## src/rtl/audio_tone_seq.sv

```systemverilog
// audio_tone_seq
//   Plays a fixed 16-step melody as a 1-bit square wave while the
//   (synchronized) audio_en control bit is high.
//
//   Build option: define AUDIO_ENVELOPE_EN to add a per-step decaying
//   volume envelope applied as 4-bit PWM on top of the square wave.
//
// Parameters
//   STEP_CYCLES : clk cycles per melody step (>= 32)
//   TONE_SHIFT  : right-shift applied to every ROM half-period
//
// Ports
//   clk       in   system clock, all state on rising edge
//   rst       in   asynchronous active-high reset
//   audio_en  in   enable, asynchronous to clk (2-flop synchronized)
//   audio_out out  registered square-wave audio
//   playing   out  high while in PLAY
//   step_idx  out  current melody step (0..15)
module audio_tone_seq #(
  parameter int unsigned STEP_CYCLES = 3_146_875,
  parameter int unsigned TONE_SHIFT  = 0
) (
  input  logic       clk,
  input  logic       rst,
  input  logic       audio_en,
  output logic       audio_out,
  output logic       playing,
  output logic [3:0] step_idx
);

  localparam int unsigned STEP_W = (STEP_CYCLES > 1) ? $clog2(STEP_CYCLES) : 1;
  localparam logic [STEP_W-1:0] STEP_LAST = STEP_W'(STEP_CYCLES - 1);

  localparam logic [0:0] ST_IDLE = 1'b0;
  localparam logic [0:0] ST_PLAY = 1'b1;

  // Note half-periods in clk cycles; 0 marks a rest.
  localparam logic [15:0] HP_C4   = 16'd48112;
  localparam logic [15:0] HP_D4   = 16'd42864;
  localparam logic [15:0] HP_E4   = 16'd38187;
  localparam logic [15:0] HP_G4   = 16'd32111;
  localparam logic [15:0] HP_A4   = 16'd28608;
  localparam logic [15:0] HP_C5   = 16'd24056;
  localparam logic [15:0] HP_REST = 16'd0;

  function automatic logic [15:0] melody_half(input logic [3:0] idx);
    logic [15:0] hp;
    case (idx)
      4'd0:    hp = HP_C4;
      4'd1:    hp = HP_D4;
      4'd2:    hp = HP_E4;
      4'd3:    hp = HP_C4;
      4'd4:    hp = HP_E4;
      4'd5:    hp = HP_G4;
      4'd6:    hp = HP_A4;
      4'd7:    hp = HP_REST;
      4'd8:    hp = HP_A4;
      4'd9:    hp = HP_G4;
      4'd10:   hp = HP_E4;
      4'd11:   hp = HP_D4;
      4'd12:   hp = HP_C5;
      4'd13:   hp = HP_A4;
      4'd14:   hp = HP_G4;
      default: hp = HP_REST;
    endcase
    return hp;
  endfunction

  logic              sync1;
  logic              en_s;
  logic [0:0]        state;
  logic [0:0]        state_next;
  logic [STEP_W-1:0] step_cnt;
  logic [15:0]       tone_cnt;
  logic              phase;
  logic [15:0]       half;
  logic              step_end;
  logic              active;
  logic              tone_bit;

  assign half     = melody_half(step_idx) >> TONE_SHIFT;
  assign step_end = (step_cnt == STEP_LAST);
  // True only when this cycle both starts and ends in PLAY; entry, exit
  // and idle cycles all clear the datapath instead.
  assign active   = (state == ST_PLAY) && (state_next == ST_PLAY);
  assign playing  = (state == ST_PLAY);

  always_comb begin
    state_next = state;
    case (state)
      ST_IDLE: if (en_s)  state_next = ST_PLAY;
      default: if (!en_s) state_next = ST_IDLE;
    endcase
  end

`ifdef AUDIO_ENVELOPE_EN
  localparam int unsigned ENV_DIV = STEP_CYCLES >> 4;
  localparam logic [STEP_W-1:0] ENV_LAST = STEP_W'(ENV_DIV - 1);

  logic [3:0]        vol;
  logic [3:0]        pwm_cnt;
  logic [STEP_W-1:0] env_cnt;

  always_ff @(posedge clk or posedge rst) begin
    if (rst) begin
      vol     <= '1;
      pwm_cnt <= '0;
      env_cnt <= '0;
    end else if (!active) begin
      vol     <= '1;
      pwm_cnt <= '0;
      env_cnt <= '0;
    end else begin
      pwm_cnt <= pwm_cnt + 4'd1;
      if (step_end) begin
        vol     <= '1;
        env_cnt <= '0;
      end else if (env_cnt == ENV_LAST) begin
        env_cnt <= '0;
        if (vol != 4'd0) vol <= vol - 4'd1;
      end else begin
        env_cnt <= env_cnt + STEP_W'(1);
      end
    end
  end

  assign tone_bit = phase & (pwm_cnt < vol);
`else
  assign tone_bit = phase;
`endif

  always_ff @(posedge clk or posedge rst) begin
    if (rst) begin
      sync1 <= 1'b0;
      en_s  <= 1'b0;
    end else begin
      sync1 <= audio_en;
      en_s  <= sync1;
    end
  end

  always_ff @(posedge clk or posedge rst) begin
    if (rst) begin
      state     <= ST_IDLE;
      step_cnt  <= '0;
      step_idx  <= '0;
      tone_cnt  <= '0;
      phase     <= 1'b0;
      audio_out <= 1'b0;
    end else begin
      state     <= state_next;
      audio_out <= active ? tone_bit : 1'b0;
      if (!active) begin
        step_cnt <= '0;
        step_idx <= '0;
        tone_cnt <= '0;
        phase    <= 1'b0;
      end else if (step_end) begin
        // Step boundary wins over any tone toggle due this cycle.
        step_cnt <= '0;
        step_idx <= step_idx + 4'd1;
        tone_cnt <= '0;
        phase    <= 1'b0;
      end else begin
        step_cnt <= step_cnt + STEP_W'(1);
        if (half == 16'd0) begin
          tone_cnt <= '0;
          phase    <= 1'b0;
        end else if (tone_cnt == half - 16'd1) begin
          tone_cnt <= '0;
          phase    <= ~phase;
        end else begin
          tone_cnt <= tone_cnt + 16'd1;
        end
      end
    end
  end

endmodule

```

## config.mk

```make
export PLATFORM = sky130hd
export DESIGN_NAME = audio_tone_seq
export DESIGN_NICKNAME = d
export VERILOG_FILES = /design/src/rtl/audio_tone_seq.sv
export SDC_FILE = /design/constraint.sdc
export NUM_CORES = 1
export LEC_CHECK = 0
export CORE_ASPECT_RATIO = 1.4
export CORE_UTILIZATION = 41
export CTS_BUF_LIST = sky130_fd_sc_hd__clkbuf_4 sky130_fd_sc_hd__clkbuf_8 sky130_fd_sc_hd__clkbuf_16
export CTS_CLUSTER_SIZE = 40
export DETAILED_ROUTE_END_ITERATION = 10
export GPL_ROUTABILITY_DRIVEN = 1
export PLACE_DENSITY = 0.57
export SETUP_SLACK_MARGIN = 0.05
export SLEW_MARGIN = 20
export SYNTH_ARGS = -nofsm -noshare
export SYNTH_HDL_FRONTEND = slang
export SYNTH_SLANG_ARGS = --single-unit
```

## constraint.sdc

```tcl
create_clock -name clk -period 8.9 [get_ports clk]
set_clock_uncertainty 0.1 [all_clocks]
set_input_delay 0.89 -clock clk [delete_from_list [all_inputs] [get_ports clk]]
set_output_delay 0.89 -clock clk [all_outputs]
set_load 0.005 [all_outputs]
```

; ---- After elaboration in Yosys (flattened, before gate mapping)
; Memories as Yosys holds them, arrays and structs flattened.
; Cells that the tools add are included.
[totals]
ff_bits = 47
wordCells = 34
mem_bits_rw = 0
in_bits = 3
latch_bits = 0
romBits = 256
n_memories = 1
[classes]
n_reduce_logical = 2
addsub = 4
muxes = 14
bitwise_logic = 1
n_lt_le_gt_ge = 0
mul = 0
eq_ne = 4
shifts = 0
div_mod_pow = 0
[mem_list]
columns = name, words, width, read_ports, rd_ports_with_merged_regs, wr, line
row1 = (no name shown), 16, 16, 1, 0, 0, 48  ; case (idx)
[op_table]
columns = cell, n
row1 = two-way mux 16 bit, 4
row2 = two-way mux 22 bit, 2
row3 = adder 22 x 1 -> 22 bit (second input constant), 1
row4 = == test 22 bit (second input constant), 1
row5 = adder 16 x 1 -> 16 bit (second input constant), 1
row6 = == test 16 bit, 1
row7 = logical NOT 16 bit, 1
row8 = subtractor 16 x 1 -> 16 bit (second input constant), 1
row9 = two-way mux 4 bit, 2
row10 = two-way mux 1 bit, 6
row11 = adder 4 x 1 -> 4 bit (second input constant), 1
row12 = inequality test 4 x 2 -> 1 bit (second input constant), 1
row13 = inequality test 2 bit (second input constant), 1
row14 = logical AND 1 bit, 1
row15 = NOT 1 bit, 1

; ---- Logic depth before layout (Yosys ltp)
; Gate-level depths: netlist of run 1.
; An unclocked memory read counts as a cell.
[depth]
ltp_word = 7
ltp_mapped = 17
depth_no_buf = 14

; ---- Worst setup path after synthesis of run 1
; OpenSTA, ideal clock, no wires.
[synth_timing]
path_type = reg-to-reg
from = register step_idx[1]
to = register phase
synth_period_minus_slack_ns = 4.124
setup_slack_ns = 4.776
t_arrival_ns = 3.899
path_stages_with_launch = 17
path_cell_list = dfrtp_1 > buf_2 > inv_1 > ha_1 > buf_2 > or2_2 > and3_1 > a31oi_1 > ha_1 > inv_1 > a211oi_1 > nand4_1 > a211oi_1 > xnor2_1 > nand4_1 > nor4_4 > mux2_4
[synth_between]
elab_chain_cells = 5
word_cells_on_any_way = 8
classes_between = 1 x add/sub / 2 x eq/ne / 3 x mux / 1 x reduce/logical / 1 x memory
[synth_lines]
columns = item, line
row1 = start: declaration, 28  ; output logic [3:0] step_idx
row2 = start signal: assignment, 161  ; step_idx <= step_idx + 4'd1;
row3 = memory read (16 x 16 bit) *, -
row4 = branches (longest 4 deep; another with subtractor 16 x 1 -> 16 bit), -
row5 = end signal: assignment, 171  ; phase <= ~phase;
row6 = end: declaration, 75  ; logic phase;
; Every way passes the cells marked *.
; A chain may end at the register's enable or synchronous reset.

; ---- Worst setup path in the final report of run 1
; Same ends and word-level chain as after synthesis.

==> flow_metrics.tcl, run 1 <==
set metrics [dict create \
    crit_required_ns 8.99 \
    p_switching_uw 79.8 \
    placed_area_um2 3340 \
    die_w_um 76.9 \
    gr-usage-all-layers_pct 17.9 \
    fp.coreArea_um2 7500 \
    netlist.area_leader.share_pct 36.5 \
    vias 2483 \
    power_uw 389 \
    io_buffers 8 \
    layout_commonest_cell "dfrtp_1" \
    synth_edf_count 0 \
    layout_common_cells "47 x dfrtp_1, 44 x nor2_1, 31 x xor2_1, 28 x nand2_1, 24 x xnor2_1" \
    worstSkewPairLatency_ns 0.30 \
    synthXorXnorAreaFrac_pct 15.0 \
    cts_setup_buffers 0 \
    top_usage_layer "met2" \
    start_kind "register" \
    worst_setup_path_end_kind "register" \
    yosys.area.top_type "dfrtp_1" \
    grt_util_met1_pct 20.4 \
    internal_power_uw 310 \
    grt_max_degree 48 \
    ys_seq_area_share_pct 36.5 \
    dieHeight_um 107 \
    synth-seq-cells 47 \
    clk_pin_slew_ns 0.09 \
    overflow 0 \
    crit_arrival_ns 5.06 \
    ios 9 \
    antenna_found_initial 0 \
    synth-simple-area-share_pct 26.4 \
    n_antenna_cell 0 \
    antenna_left 0 \
    drive_gt1_share_pct 7.65 \
    setup_viol 0 \
    combPwrFrac_pct 2.7 \
    synth_top_family_by_area "simple AND/OR/NAND/NOR gates" \
    cts-root-buf "clkbuf_8" \
    maxCapViolCount 0 \
    rsz0062_at_grt "false" \
    wirelength_um 6750 \
    fin_util_pct 46.2 \
    critPathKind "reg2reg" \
    fillers 757 \
    pwr-share-clk_pct 41.7 \
    grt_util_met3_pct 2.30 \
    fp-row-count 37 \
    hold_viol_final 0 \
    vias_per_cell 5.52 \
    cts_tree "done" \
    yosysUniqueCellTypes 57 \
    yosys_warnings 0 \
    cts-resized-gates 0 \
    drt-pass1-iter-count 4 \
    setup_tns_ns 0 \
    hold-worst-slack_ns 0.266 \
    p_leak_uw 0.00136 \
    p_sw_share_pct 20.5 \
    nNetsFinal 367 \
    drcViolationCount 0 \
    syn_to_final_growth_pct 7.50 \
    syn_area_per_cell_um2 9.10 \
    powerDensity_nw_per_um2 112 \
    crit_path_max_fanout 17 \
    synth.net_count 369 \
    ys.flop_type "dfrtp_1" \
    cts_buffer_depth 2 \
    worst_slew_pin_slew_ns 0.966 \
    use_met2_pct 31.5 \
    syn-cell-area_um2 3220 \
    syn_inst 354 \
    synthMuxAreaShare_pct 4.39 \
    fmax_mhz 201 \
    first_global_vias 2488 \
    drt_iter0_drc 95 \
    synth_compound_area_share_pct 9.32 \
    status "completed" \
    grt_pass1_wl_um 11600 \
    wl_per_cell_um 15.0 \
    initial_core_util_pct 43.0 \
    cts.sinks 47 \
    slew_violations 0 \
    gp_congestion 0.827 \
    final_cell_area_um2 3460 \
    numCtsBuffers 5 \
    slew_headroom_pct 35.1 \
    synthTopCellsByArea "dfrtp_1 37%, xor2_1 8.4%, xnor2_1 6.5%" \
    die_area_um2 8220 \
    synth_adder_area_share_pct 4.66 \
    synthArstFlopShare_pct 100 \
    dp_hpwl_um 5010 \
    finalCritPeriodShare_pct 55.9 \
    p_seq_share_pct 55.5 \
    peakVddDrop_mv 0.0840 \
    min_path_type "reg2reg" \
    holdBufCountCts 0 \
    htreeDepth 2 \
    fin_crit_ns 4.98 \
]
-- Yosys cell counts (all sizes together), types with 3 or more instances --
library cell	count
and3	9
clkbuf	8
ha	12
nand2b	5
nor2b	4
nand4	12
a31oi	5
a21oi	6
dfrtp	47
xnor2	24
mux2i	7
nor3	22
buf	9
nor4	6
a211oi	3
nand3	19
inv	10
nand2	28
xor2	31
or2	6
nor2	44
o21ai	4
-- final cells by class --
type                       instances  area [um2]  area share [%]
clock buffer                       6        82.6            2.38
timing repair buffer               8        80.1            2.31
inverter                          10        38.8            1.12
multi-input combinational        280        1930            55.6
tap                               97         121            3.50
sequential                        47        1180            34.0
clock inverter                     2        38.8            1.12
-- layer usage --
layer	vias up	wire length (um)
li1	1234	-
met3	22	141
met1	1192	2780
met4	0	305
met5	-	0
met2	35	3520
-- worst max-delay path: stages (launching register included) --
cell	delay, ns
dfrtp_1	0.62
inv_1	0.20
ha_1	0.44
or2_2	0.33
and3_1	0.16
a31oi_1	0.24
ha_1	0.25
inv_1	0.07
a211oi_1	0.29
nand4_1	0.26
a211oi_1	0.34
xnor2_1	0.16
nand4_1	0.16
nor4_4	0.88
mux2_4	0.35
-- through the flow --
| step | setup slack, ns | instances |
|---|---|---|
| floorplan | 4.78 | 354 |
| global placement | 4.12 | 442 |
| detailed placement | 3.94 | 442 |
| CTS | 3.91 | 450 |
| global route | 3.43 | 450 |
| finish | 3.92 | 450 |
-- power by group through the flow --
stage          combinational (uW)  clock, uW  sequential, uW
2_1_floorplan                7.63          0             220
3_3_place_gp                 11.2          0             221
3_5_place_dp                 11.2          0             221
4_1_cts                      11.2        170             216
5_1_grt                      12.5        179             217
6_report                     10.6        163             216
-- cells by family (layout without fill, tap and decap cells) --
| group | Yosys count | count (layout) |
|---|---|---|
| xor gates and xnor gates | 55 | 55 |
| adders and majority gates | 12 | 12 |
| buffers and inverters | 27 | 26 |
| muxes | 11 | 11 |
| and+or+nand+nor | 165 | 165 |
| DFF | 47 | 47 |
| AOI/OAI and AO/OA | 37 | 37 |
-- path summary, 6_finish.rpt --
check	depth (start not counted)	end	slack, ns	from
hold / removal	0	en_s$_DFF_PP0_	0.27	sync1$_DFF_PP0_
max in group asynchronous	2	step_cnt[18]$_DFF_PP0_	7.28	rst
setup / recovery	14	phase$_DFFE_PP0P_	3.92	step_idx[1]$_DFFE_PP0P_
min in group asynchronous	2	step_cnt[2]$_DFF_PP0_	0.93	rst
hold reg to reg	0	en_s$_DFF_PP0_	0.27	sync1$_DFF_PP0_
setup reg to reg	14	phase$_DFFE_PP0P_	3.92	step_idx[1]$_DFFE_PP0P_
-- registers in the layout, summed over array words and instances, names as in the netlist --
name,count
playing,1
step_cnt,22
tone_cnt,16
en_s,1
phase,1
step_idx,4
audio_out,1
sync1,1
Note: power is estimated with default switching activity, not from simulation.
==> run 2: changes to the inputs <==
PLACE_DENSITY = 0.59   (was 0.57)
clock period = 4.5 ns   (was 8.9 ns; I/O delays follow)
==> run 2 against run 1 <==
Against the previous run: die area stayed put; critical path type unchanged; largest power group unchanged; non-clock buffer count is 6 higher; largest cell class unchanged; power up 98%.
==> flow_metrics.tcl, run 2 (synthesis gave the netlist of run 1 again) <==
set metrics [dict create \
    gr-usage-all-layers_pct 18.2 \
    wl_per_cell_um 15.1 \
    start_kind "register" \
    drt_iter0_drc 113 \
    syn_to_final_growth_pct 8.89 \
    layout_commonest_cell "dfrtp_1" \
    critPathKind "reg2reg" \
    cts-resized-gates 0 \
    crit_required_ns 4.55 \
    worst_setup_path_end_kind "register" \
    crit_start "step_idx[1]$_DFFE_PP0P_" \
    numCtsBuffers 5 \
    setup_viol 0 \
    nNetsFinal 373 \
    r2r-start "step_idx[1]$_DFFE_PP0P_" \
    cts_tree "done" \
    die_w_um 76.9 \
    first_global_vias 2488 \
    worst_slew_pin_slew_ns 0.793 \
    crit_arrival_ns 4.09 \
    internal_power_uw 613 \
    cts.sinks 47 \
    peakVddDrop_mv 0.136 \
    dieHeight_um 107 \
    grt_max_degree 48 \
    top_regs "step_cnt (22), tone_cnt (16), step_idx (4)" \
    holdBufCountCts 0 \
    die_area_um2 8220 \
    finalCritPeriodShare_pct 89.9 \
    crit_chain "buf_4, ha_1, or2_2, a31oi_1, ha_1, inv_1, a211oi_1, nand4_1, a211oi_1, xnor2_1, nand4_1, nor4_4, buf_4, nor3_1" \
    min_path_type "reg2reg" \
    crit_slowest_cell "dfrtp_1" \
    multi_input_area_um2 1930 \
    wirelength_um 6860 \
    p_leak_uw 0.00139 \
    io_buffers 8 \
    status "completed" \
    overflow 0 \
    ios 9 \
    rsz0062_at_grt "false" \
    antenna_found_initial 0 \
    vias 2496 \
    clk_pin_slew_ns 0.09 \
    p_seq_share_pct 55.4 \
    ff_latch_area_um2 1180 \
    drt-pass1-iter-count 4 \
    layoutNonFillerInstCount 456 \
    dpl.cell_count 448 \
    cts_setup_buffers 0 \
    fillers 740 \
    cts-root-buf "clkbuf_8" \
    vias_per_cell 5.47 \
    fp.coreArea_um2 7500 \
    grt_pass1_wl_um 11900 \
    pwr-share-clk_pct 41.9 \
    min_from "sync1$_DFF_PP0_" \
    crit_path_max_fanout 16 \
    layout_common_cells "47 x dfrtp_1, 44 x nor2_1, 31 x xor2_1, 28 x nand2_1, 24 x xnor2_1" \
    htreeDepth 2 \
    fmax_mhz 247 \
    fp-row-count 37 \
    drcViolationCount 0 \
    hold_viol_final 0 \
    top_register "step_cnt" \
    largest_register_ffs 22 \
    n_antenna_cell 0 \
    gp_congestion 0.859 \
    p_switching_uw 160 \
    power_uw 772 \
    powerDensity_nw_per_um2 220 \
    cts_buffer_depth 2 \
    setup_tns_ns 0 \
    maxCapViolCount 0 \
    slowest_delay_ns 0.38 \
    worstSkewPairLatency_ns 0.29 \
    slew_violations 0 \
    slew_headroom_pct 47.1 \
    fin_util_pct 46.8 \
    fin_crit_ns 4.04 \
    combPwrFrac_pct 2.7 \
    drive_gt1_share_pct 9.19 \
    dp_hpwl_um 5080 \
    antenna_left 0 \
    initial_core_util_pct 43.0 \
    p_sw_share_pct 20.7 \
]
-- run 2: cell types whose count changed in the layout (fill, tap and decap cells not counted), sizes merged --
| cell | delta |
|---|---|
| buf | +6 |
-- run 2: metal layers --
| metal | up-vias | part of all wire, % | global-route usage, % |
|---|---|---|---|
| met1 | 1218 | 43 | 21.9 |
| met2 | 32 | 53 | 32.8 |
| met4 | 0 | 1.7 | 6.32 |
| met5 | - | 0 | 0 |
| li1 | 1236 | - | - |
| met3 | 10 | 1.9 | 2.38 |
-- run 2: cell type report --
type / count / area share (%)
tap: 97 / 3.46
multi-input combinational: 280 / 54.9
inverter: 10 / 1.11
clock inverter: 2 / 1.11
clock buffer: 6 / 2.35
timing repair buffer: 14 / 3.57
sequential: 47 / 33.5
-- run 2: final timing paths --
path                                     endpoint  slack [ns]  cells after the start
hold reg to reg                    en_s$_DFF_PP0_        0.26                      0
max in group asynchronous  tone_cnt[12]$_DFF_PP0_        3.32                      2
setup / recovery            tone_cnt[2]$_DFF_PP0_        0.46                     14
setup reg to reg            tone_cnt[2]$_DFF_PP0_        0.46                     14
min in group asynchronous     audio_out$_DFF_PP0_        0.50                      2
hold / removal                     en_s$_DFF_PP0_        0.26                      0
-- run 2: worst max-delay path: cells and delay by family (launching register included) --
family	cells	cell delay, ns
buffers and inverters	3	0.53
and+or+nand+nor	5	1.22
DFF	1	0.38
xor gates and xnor gates	1	0.15
adders and majority gates	2	0.58
AOI/OAI and AO/OA	3	0.94
-- run 2: metrics by stage --
| step | setup slack [ns] | cell area (um2) | hold WS (ns) |
|---|---|---|---|
| after CTS | 0.472 | 3510 | 0.273 |
| after global routing | 0.0829 | 3510 | 0.279 |
| after global placement | 0.611 | 3390 | 0.236 |
| after floorplan | 0.376 | 3220 | 0.231 |
| after detailed placement | 0.517 | 3390 | 0.241 |
| final | 0.456 | 3510 | 0.263 |
-- run 2: power by group through the flow --
stage | sequential, uW | clock (uW) | combinational [uW]
2_1_floorplan | 435 | 0 | 15.1
3_3_place_gp | 436 | 0 | 22.0
3_5_place_dp | 436 | 0 | 22.2
4_1_cts | 428 | 337 | 22.3
5_1_grt | 428 | 355 | 25.2
6_report | 428 | 323 | 21.1
